[src/rtl/stim_gen_pkg.sv]
// Shared types and constants for the stim_gen burst stimulus generator.
package stim_gen_pkg;

  typedef enum logic [1:0] {
    MODE_INCR  = 2'd0,
    MODE_CONST = 2'd1,
    MODE_LFSR  = 2'd2,
    MODE_WALK  = 2'd3
  } mode_e;

  typedef enum logic [1:0] {
    ST_IDLE = 2'd0,
    ST_RUN  = 2'd1,
    ST_DONE = 2'd2
  } state_e;

  localparam logic [31:0] DEFAULT_LFSR_POLY = 32'h80200003;

endpackage

[src/rtl/stim_lfsr.sv]
// Combinational next-state of a Galois LFSR: shift right, fold POLY in when the dropped bit is 1.
module stim_lfsr
  import stim_gen_pkg::*;
#(
  parameter int               WIDTH = 32,
  parameter logic [WIDTH-1:0] POLY  = WIDTH'(DEFAULT_LFSR_POLY)
) (
  input  logic [WIDTH-1:0] i_state,
  output logic [WIDTH-1:0] o_next
);

  assign o_next = (i_state >> 1) ^ (i_state[0] ? POLY : '0);

endmodule

[src/rtl/stim_gen.sv]
// Burst stimulus source: addr/data stream with valid/ready, wrap window, selectable data pattern,
// last-beat marking, done/aborted completion pulse.
module stim_gen
  import stim_gen_pkg::*;
#(
  parameter int                    DATA_WIDTH = 32,
  parameter int                    ADDR_WIDTH = 32,
  parameter int                    LEN_WIDTH  = 16,
  parameter logic [DATA_WIDTH-1:0] LFSR_POLY  = DATA_WIDTH'(DEFAULT_LFSR_POLY)
) (
  input  logic                  clk_100m,
  input  logic                  sys_rst,
  input  logic                  start,
  input  logic                  stop,
  input  logic [1:0]            cfg_mode,
  input  logic [LEN_WIDTH-1:0]  cfg_len,
  input  logic [DATA_WIDTH-1:0] cfg_seed,
  input  logic [ADDR_WIDTH-1:0] cfg_addr_base,
  input  logic [ADDR_WIDTH-1:0] cfg_addr_last,
  output logic                  out_valid,
  input  logic                  out_ready,
  output logic [ADDR_WIDTH-1:0] out_addr,
  output logic [DATA_WIDTH-1:0] out_data,
  output logic                  out_last,
  output logic                  busy,
  output logic                  done,
  output logic                  aborted,
  output logic [LEN_WIDTH-1:0]  beat_cnt
);

  state_e                r_state;
  mode_e                 r_mode;
  logic [LEN_WIDTH-1:0]  r_len;
  logic [ADDR_WIDTH-1:0] r_addr_base;
  logic [ADDR_WIDTH-1:0] r_addr_last;
  logic [ADDR_WIDTH-1:0] r_addr;
  logic [DATA_WIDTH-1:0] r_data;
  logic                  r_valid;
  logic                  r_last;
  logic                  r_busy;
  logic                  r_done;
  logic                  r_aborted;
  logic                  r_stop_pend;
  logic [LEN_WIDTH-1:0]  r_beat_cnt;

  logic                  w_hs;
  logic                  w_stop_any;
  logic [LEN_WIDTH-1:0]  w_next_cnt;
  logic [ADDR_WIDTH-1:0] w_addr_next;
  logic [DATA_WIDTH-1:0] w_data_next;
  logic [DATA_WIDTH-1:0] w_lfsr_next;
  logic [DATA_WIDTH-1:0] w_seed_fix;

  stim_lfsr #(
    .WIDTH (DATA_WIDTH),
    .POLY  (LFSR_POLY)
  ) u_lfsr (
    .i_state (r_data),
    .o_next  (w_lfsr_next)
  );

  assign w_hs        = r_valid && out_ready;
  assign w_stop_any  = r_stop_pend || stop;
  assign w_next_cnt  = r_beat_cnt + LEN_WIDTH'(1);
  assign w_addr_next = (r_addr == r_addr_last) ? r_addr_base : r_addr + ADDR_WIDTH'(1);

  // A zero seed would lock LFSR and WALK at zero forever, so those modes start from 1 instead.
  assign w_seed_fix = ((mode_e'(cfg_mode) == MODE_LFSR || mode_e'(cfg_mode) == MODE_WALK)
                       && cfg_seed == '0) ? DATA_WIDTH'(1) : cfg_seed;

  // NOTE: every signal assigned in always_comb gets a default first, so no path can infer a latch.
  always_comb begin
    w_data_next = r_data;
    case (r_mode)
      MODE_INCR:  w_data_next = r_data + DATA_WIDTH'(1);
      MODE_CONST: w_data_next = r_data;
      MODE_LFSR:  w_data_next = w_lfsr_next;
      MODE_WALK:  w_data_next = {r_data[DATA_WIDTH-2:0], r_data[DATA_WIDTH-1]};
      default:    w_data_next = r_data;
    endcase
  end

  // NOTE: sequential state uses non-blocking assignments so all registers update from pre-edge values.
  always_ff @(posedge clk_100m) begin
    if (sys_rst) begin
      r_state     <= ST_IDLE;
      r_mode      <= MODE_INCR;
      r_len       <= '0;
      r_addr_base <= '0;
      r_addr_last <= '0;
      r_addr      <= '0;
      r_data      <= '0;
      r_valid     <= 1'b0;
      r_last      <= 1'b0;
      r_busy      <= 1'b0;
      r_done      <= 1'b0;
      r_aborted   <= 1'b0;
      r_stop_pend <= 1'b0;
      r_beat_cnt  <= '0;
    end else begin
      case (r_state)
        ST_IDLE: begin
          if (start && cfg_len != '0) begin
            r_mode      <= mode_e'(cfg_mode);
            r_len       <= cfg_len;
            r_addr_base <= cfg_addr_base;
            r_addr_last <= cfg_addr_last;
            r_addr      <= cfg_addr_base;
            r_data      <= w_seed_fix;
            r_valid     <= 1'b1;
            r_last      <= (cfg_len == LEN_WIDTH'(1));
            r_busy      <= 1'b1;
            r_stop_pend <= 1'b0;
            r_beat_cnt  <= '0;
            r_state     <= ST_RUN;
          end
        end
        ST_RUN: begin
          if (w_hs) begin
            r_beat_cnt <= w_next_cnt;
            if (r_last || w_stop_any) begin
              // A stop landing on the length-final beat still counts as a normal completion.
              r_valid     <= 1'b0;
              r_last      <= 1'b0;
              r_done      <= 1'b1;
              r_aborted   <= w_stop_any && !r_last;
              r_stop_pend <= 1'b0;
              r_state     <= ST_DONE;
            end else begin
              r_addr <= w_addr_next;
              r_data <= w_data_next;
              r_last <= (w_next_cnt == r_len - LEN_WIDTH'(1));
            end
          end else if (stop) begin
            r_stop_pend <= 1'b1;
          end
        end
        ST_DONE: begin
          r_done    <= 1'b0;
          r_aborted <= 1'b0;
          r_busy    <= 1'b0;
          r_state   <= ST_IDLE;
        end
        default: r_state <= ST_IDLE;
      endcase
    end
  end

  assign out_valid = r_valid;
  assign out_addr  = r_addr;
  assign out_data  = r_data;
  assign out_last  = r_last;
  assign busy      = r_busy;
  assign done      = r_done;
  assign aborted   = r_aborted;
  assign beat_cnt  = r_beat_cnt;

endmodule

[config.mk]
export PLATFORM = sky130hd
export DESIGN_NAME = stim_gen
export DESIGN_NICKNAME = d
export VERILOG_FILES = /design/src/rtl/stim_gen_pkg.sv /design/src/rtl/stim_lfsr.sv /design/src/rtl/stim_gen.sv
export SDC_FILE = /design/constraint.sdc
export NUM_CORES = 1
export LEC_CHECK = 0
export ABC_AREA = 1
export CELL_PAD_IN_SITES_DETAIL_PLACEMENT = 1
export CELL_PAD_IN_SITES_GLOBAL_PLACEMENT = 2
export CORE_UTILIZATION = 28
export DETAILED_ROUTE_END_ITERATION = 12
export HOLD_SLACK_MARGIN = 0.08
export PLACE_DENSITY_LB_ADDON = 0.1
export SLEW_MARGIN = 25
export SYNTH_ARGS = -nofsm -noshare
export SYNTH_HDL_FRONTEND = slang
export SYNTH_SLANG_ARGS = --single-unit
[constraint.sdc]
create_clock -name clk_100m -period 1.89 [get_ports clk_100m]
set_input_delay 0.4725 -clock clk_100m [delete_from_list [all_inputs] [get_ports clk_100m]]
set_output_delay 0.4725 -clock clk_100m [all_outputs]
set_load 0.03 [all_outputs]
==> impl_results.md <==
- Status: finished with violations
- Failing checks: setup timing
- FFs w/ async S/R, synth: 0
- Worst Clk Skew: just under 9 ps
- Reg clk slew, reported paths: 70 ps
- Final Cycle Share: 1.07
- Initial core utilization: 0.287
- CTS tree: done
- Mapped Area: 0.0112 sq mm
- Max Buffers Root-to-Sink: 2
- Slowest stage cell, crit path: dfxtp_1
- WP data required: roughly 2300 ps
- All-layer global routing usage: 0.254
- GR Overflow Total: 0
- Vias: approximately 14000
- Min-delay worst type: primary input to flop
- Gpl congestion: between 0.8 and 0.9
- Sink Count: 170
- H-tree depth reported by CTS: 4
- Min-delay src: sys_rst
- CP cell instances: inv_2 > o22ai_1 > nor3_2 > buf_4 > nand2_4 > nor2_4 > nand2_4 > buf_12 > nand2_1 > nand3_2 > a21oi_2
- Yosys warnings: 0
- Inst Count DP: 2726
- Tot Pwr: between 15 and 20 mW
- Die width: around 200 um
- Cell mode on critical path: nand2_4
- Static Leak: 7.66 nW
- Syn_nets: slightly below 2000
- WP data arrival: 2420 ps
- Number of core rows: slightly above 70
- CTS Buf Count: 17
- Max Cap Viol: 0
- Cells after synthesis: ~1900
- Maximum vdd drop: 0.679 mV
- I/O pin total: approximately 200
- 1st-iter DRT viols: roughly 660
- DIE HEIGHT: 202 um
- Reg area: about 0.0035 sq mm
- Measured slew at the worst slew-check pin: 614 ps
- Worst Hold Depth: 4
- Yosys reg bits: 170
- Worst Setup Path Type: flop to flop
- Initial antenna violation count: 3
- Drt first pass iters: 5
- Critical R2R Capture: out_addr[18]
- Core Area: about 0.04 sq mm
- Final setup vio count: 32
- Synth Flop Type: dfxtp_1
- Maximum clock frequency: between 0.4 and 0.5 GHz
- Fillers: ~5100
- Post-route insts no fill: approximately 2800
- Crit path launch: out_addr[8]
- Largest net degree at the start of global routing: 53
- Worst slew margin: 0.589
- Post-route minimum period: a little over 2000 ps
- Netlist cell types: 40
- IO buf count: just over 200
- Total wire length: 54900 um
- Root Buffer: clkbuf_16
- Worst R2R Setup Slack: -140 ps
- First-pass GRT wire length: around 81000 um
- Drt wl/cell: 19.5 um
- Pwr dens: 909 mW/mm^2
- Max-slew violations: 0
- DR vias/cell: 5.03
- CP max stage delay: between 300 and 400 ps
- Final core utilization: 0.451
- P&R area growth vs syn: 56.9%
- Final hold vios: 0
- Syn_area_per_cell: between 6 and 7 sq um
- Drt drc: 0
- Hold EP: beat_cnt[0]
- Max Fanout on Critical Path: 5
- Multi-input logic area: between 0.007 and 0.008 sq mm
- Sequential-to-total area share from yosys stat: 0.303
- PnR worst setup slack: -141 ps
- DRT antenna net count: 0
- Vias in the first global route: ~14000
- Worst R2R Path Depth: 11
- CP Capture Type: flop
- Clock Latency Late Sink: around 460 ps
- EDFF count, synth: 0
- Fin nets: approximately 2400
- Fraction of layout instances using a drive strength above 1: 0.264
- Worst setup SP type: flop
- RSZ-0062 raised after global routing: yes
- Dpl hpwl: between 30000 and 40000 um
- DIE AREA: slightly above 0.04 sq mm
- R2R Path Start: out_addr[8]
==> report_power, final <==
group	internal [mW]	switching, mW	total (mW)	leakage (nW)
sequential	4.20	0.638	4.84	1.42
clock	1.91	1.67	3.59	0.271
combinational	3.14	4.46	7.60	5.97
total	9.26	6.77	16.0	7.66
==> per-stage QoR <==
| step | setup WS (ps) | setup TNS [ps] | hold WS [ps] | area, sq um |
|---|---|---|---|---|
| 3_5_place_dp | -633 | -93690 | 447 | 15400 |
| 5_1_grt | -227 | -7660 | 466 | 17600 |
| 2_1_floorplan | 76.7 | 0 | 430 | 11200 |
| 3_3_place_gp | -558 | -80070 | 441 | 15400 |
| 6_report | -141 | -3090 | 440 | 17600 |
| 4_1_cts | -128 | -2190 | 414 | 16700 |
==> area by class of cell <==
cell class	count	share of cell area
multi-input combinational	1359	0.415
timing repair buffer	484	0.267
sequential	170	0.197
inverter	243	0.0520
tap	518	0.0368
clock buffer	21	0.0267
clock inverter	10	0.00532
antenna	1	0.000142
==> logic make-up after synthesis <==
logic type	share of synthesized area
flops	0.303
fa+ha+maj	0.00446
buf+inv	0.122
mux	0.000891
xor+xnor	0.0421
compound gates	0.172
simple gates	0.355
==> cell usage in the layout (no fill, tap or decap), types with 15 or more instances in the layout <==
cell,count
a21oi_1,156
a21oi_2,27
a221oi_1,18
buf_12,28
buf_4,230
clkbuf_16,25
clkdlybuf4s15_2,15
clkdlybuf4s50_1,104
dfxtp_1,128
dfxtp_2,34
dlygate4sd2_1,60
inv_1,218
inv_2,21
nand2_1,444
nand2_2,29
nand3_1,103
nand3_2,47
nand4_1,25
nor2_1,171
nor2_2,25
nor3_1,20
nor3_2,22
o21ai_0,86
o21ai_1,47
xor2_1,43
==> critical path: cells and delay by family, from the launching register on <==
family	cells	cell delay [ps]
simple gates	6	840
buf+inv	3	490
compound gates	2	240
flops	1	380
==> sequential cells by signal, summed over array words and instances, names as in the netlist <==
| name | flops |
|---|---|
| busy | 1 |
| r_addr_base | 32 |
| out_data | 32 |
| r_mode | 2 |
| aborted | 1 |
| beat_cnt | 16 |
| r_len | 16 |
| out_last | 1 |
| out_addr | 32 |
| r_addr_last | 32 |
| r_stop_pend | 1 |
| done | 1 |
| r_state | 2 |
| out_valid | 1 |
==> routing by layer <==
metal / wire [um] / part of all wire / global-route usage / vias to the layer above
li1: - / - / - / 6853
met1: 23900 / 0.44 / 0.312 / 6901
met2: 27800 / 0.51 / 0.452 / 273
met3: 1850 / 0.034 / 0.0347 / 79
met4: 1320 / 0.024 / 0.0835 / 2
met5: 8 / 0.00015 / 0 / -
==> Yosys cell counts (all sizes together) (19+ instances only) <==
cell    count  area share
nand3     154       0.069
nor2      210       0.075
clkbuf     41       0.014
dfxtp     170        0.30
inv       241       0.081
a21oi     183       0.082
nor3       45       0.022
nand2     489        0.17
a221oi     19       0.015
buf        52       0.027
xor2       44       0.034
o21ai     138       0.062
nand4      25       0.014
==> repair_timing <==
item | 4_1_cts | 5_1_grt
setup endpoints to repair | 235 | 145
hold buffers | 0 | 0
buffers inserted | 15 | 20
cloned | 9 | 10
pin swaps | 46 | 61
gates resized for setup | 239 | 237
==> worst max path at each step <==
stage	to	slack, ps	depth (start not counted)
CTS	out_addr[17]	-130	13
finish	out_addr[18]	-140	11
floorplan	out_addr[20]	80	11
global placement	out_data[22]	-560	12
detailed placement	out_data[22]	-630	12
global route	out_addr[18]	-230	11
Power figures use the tool's default switching activity.
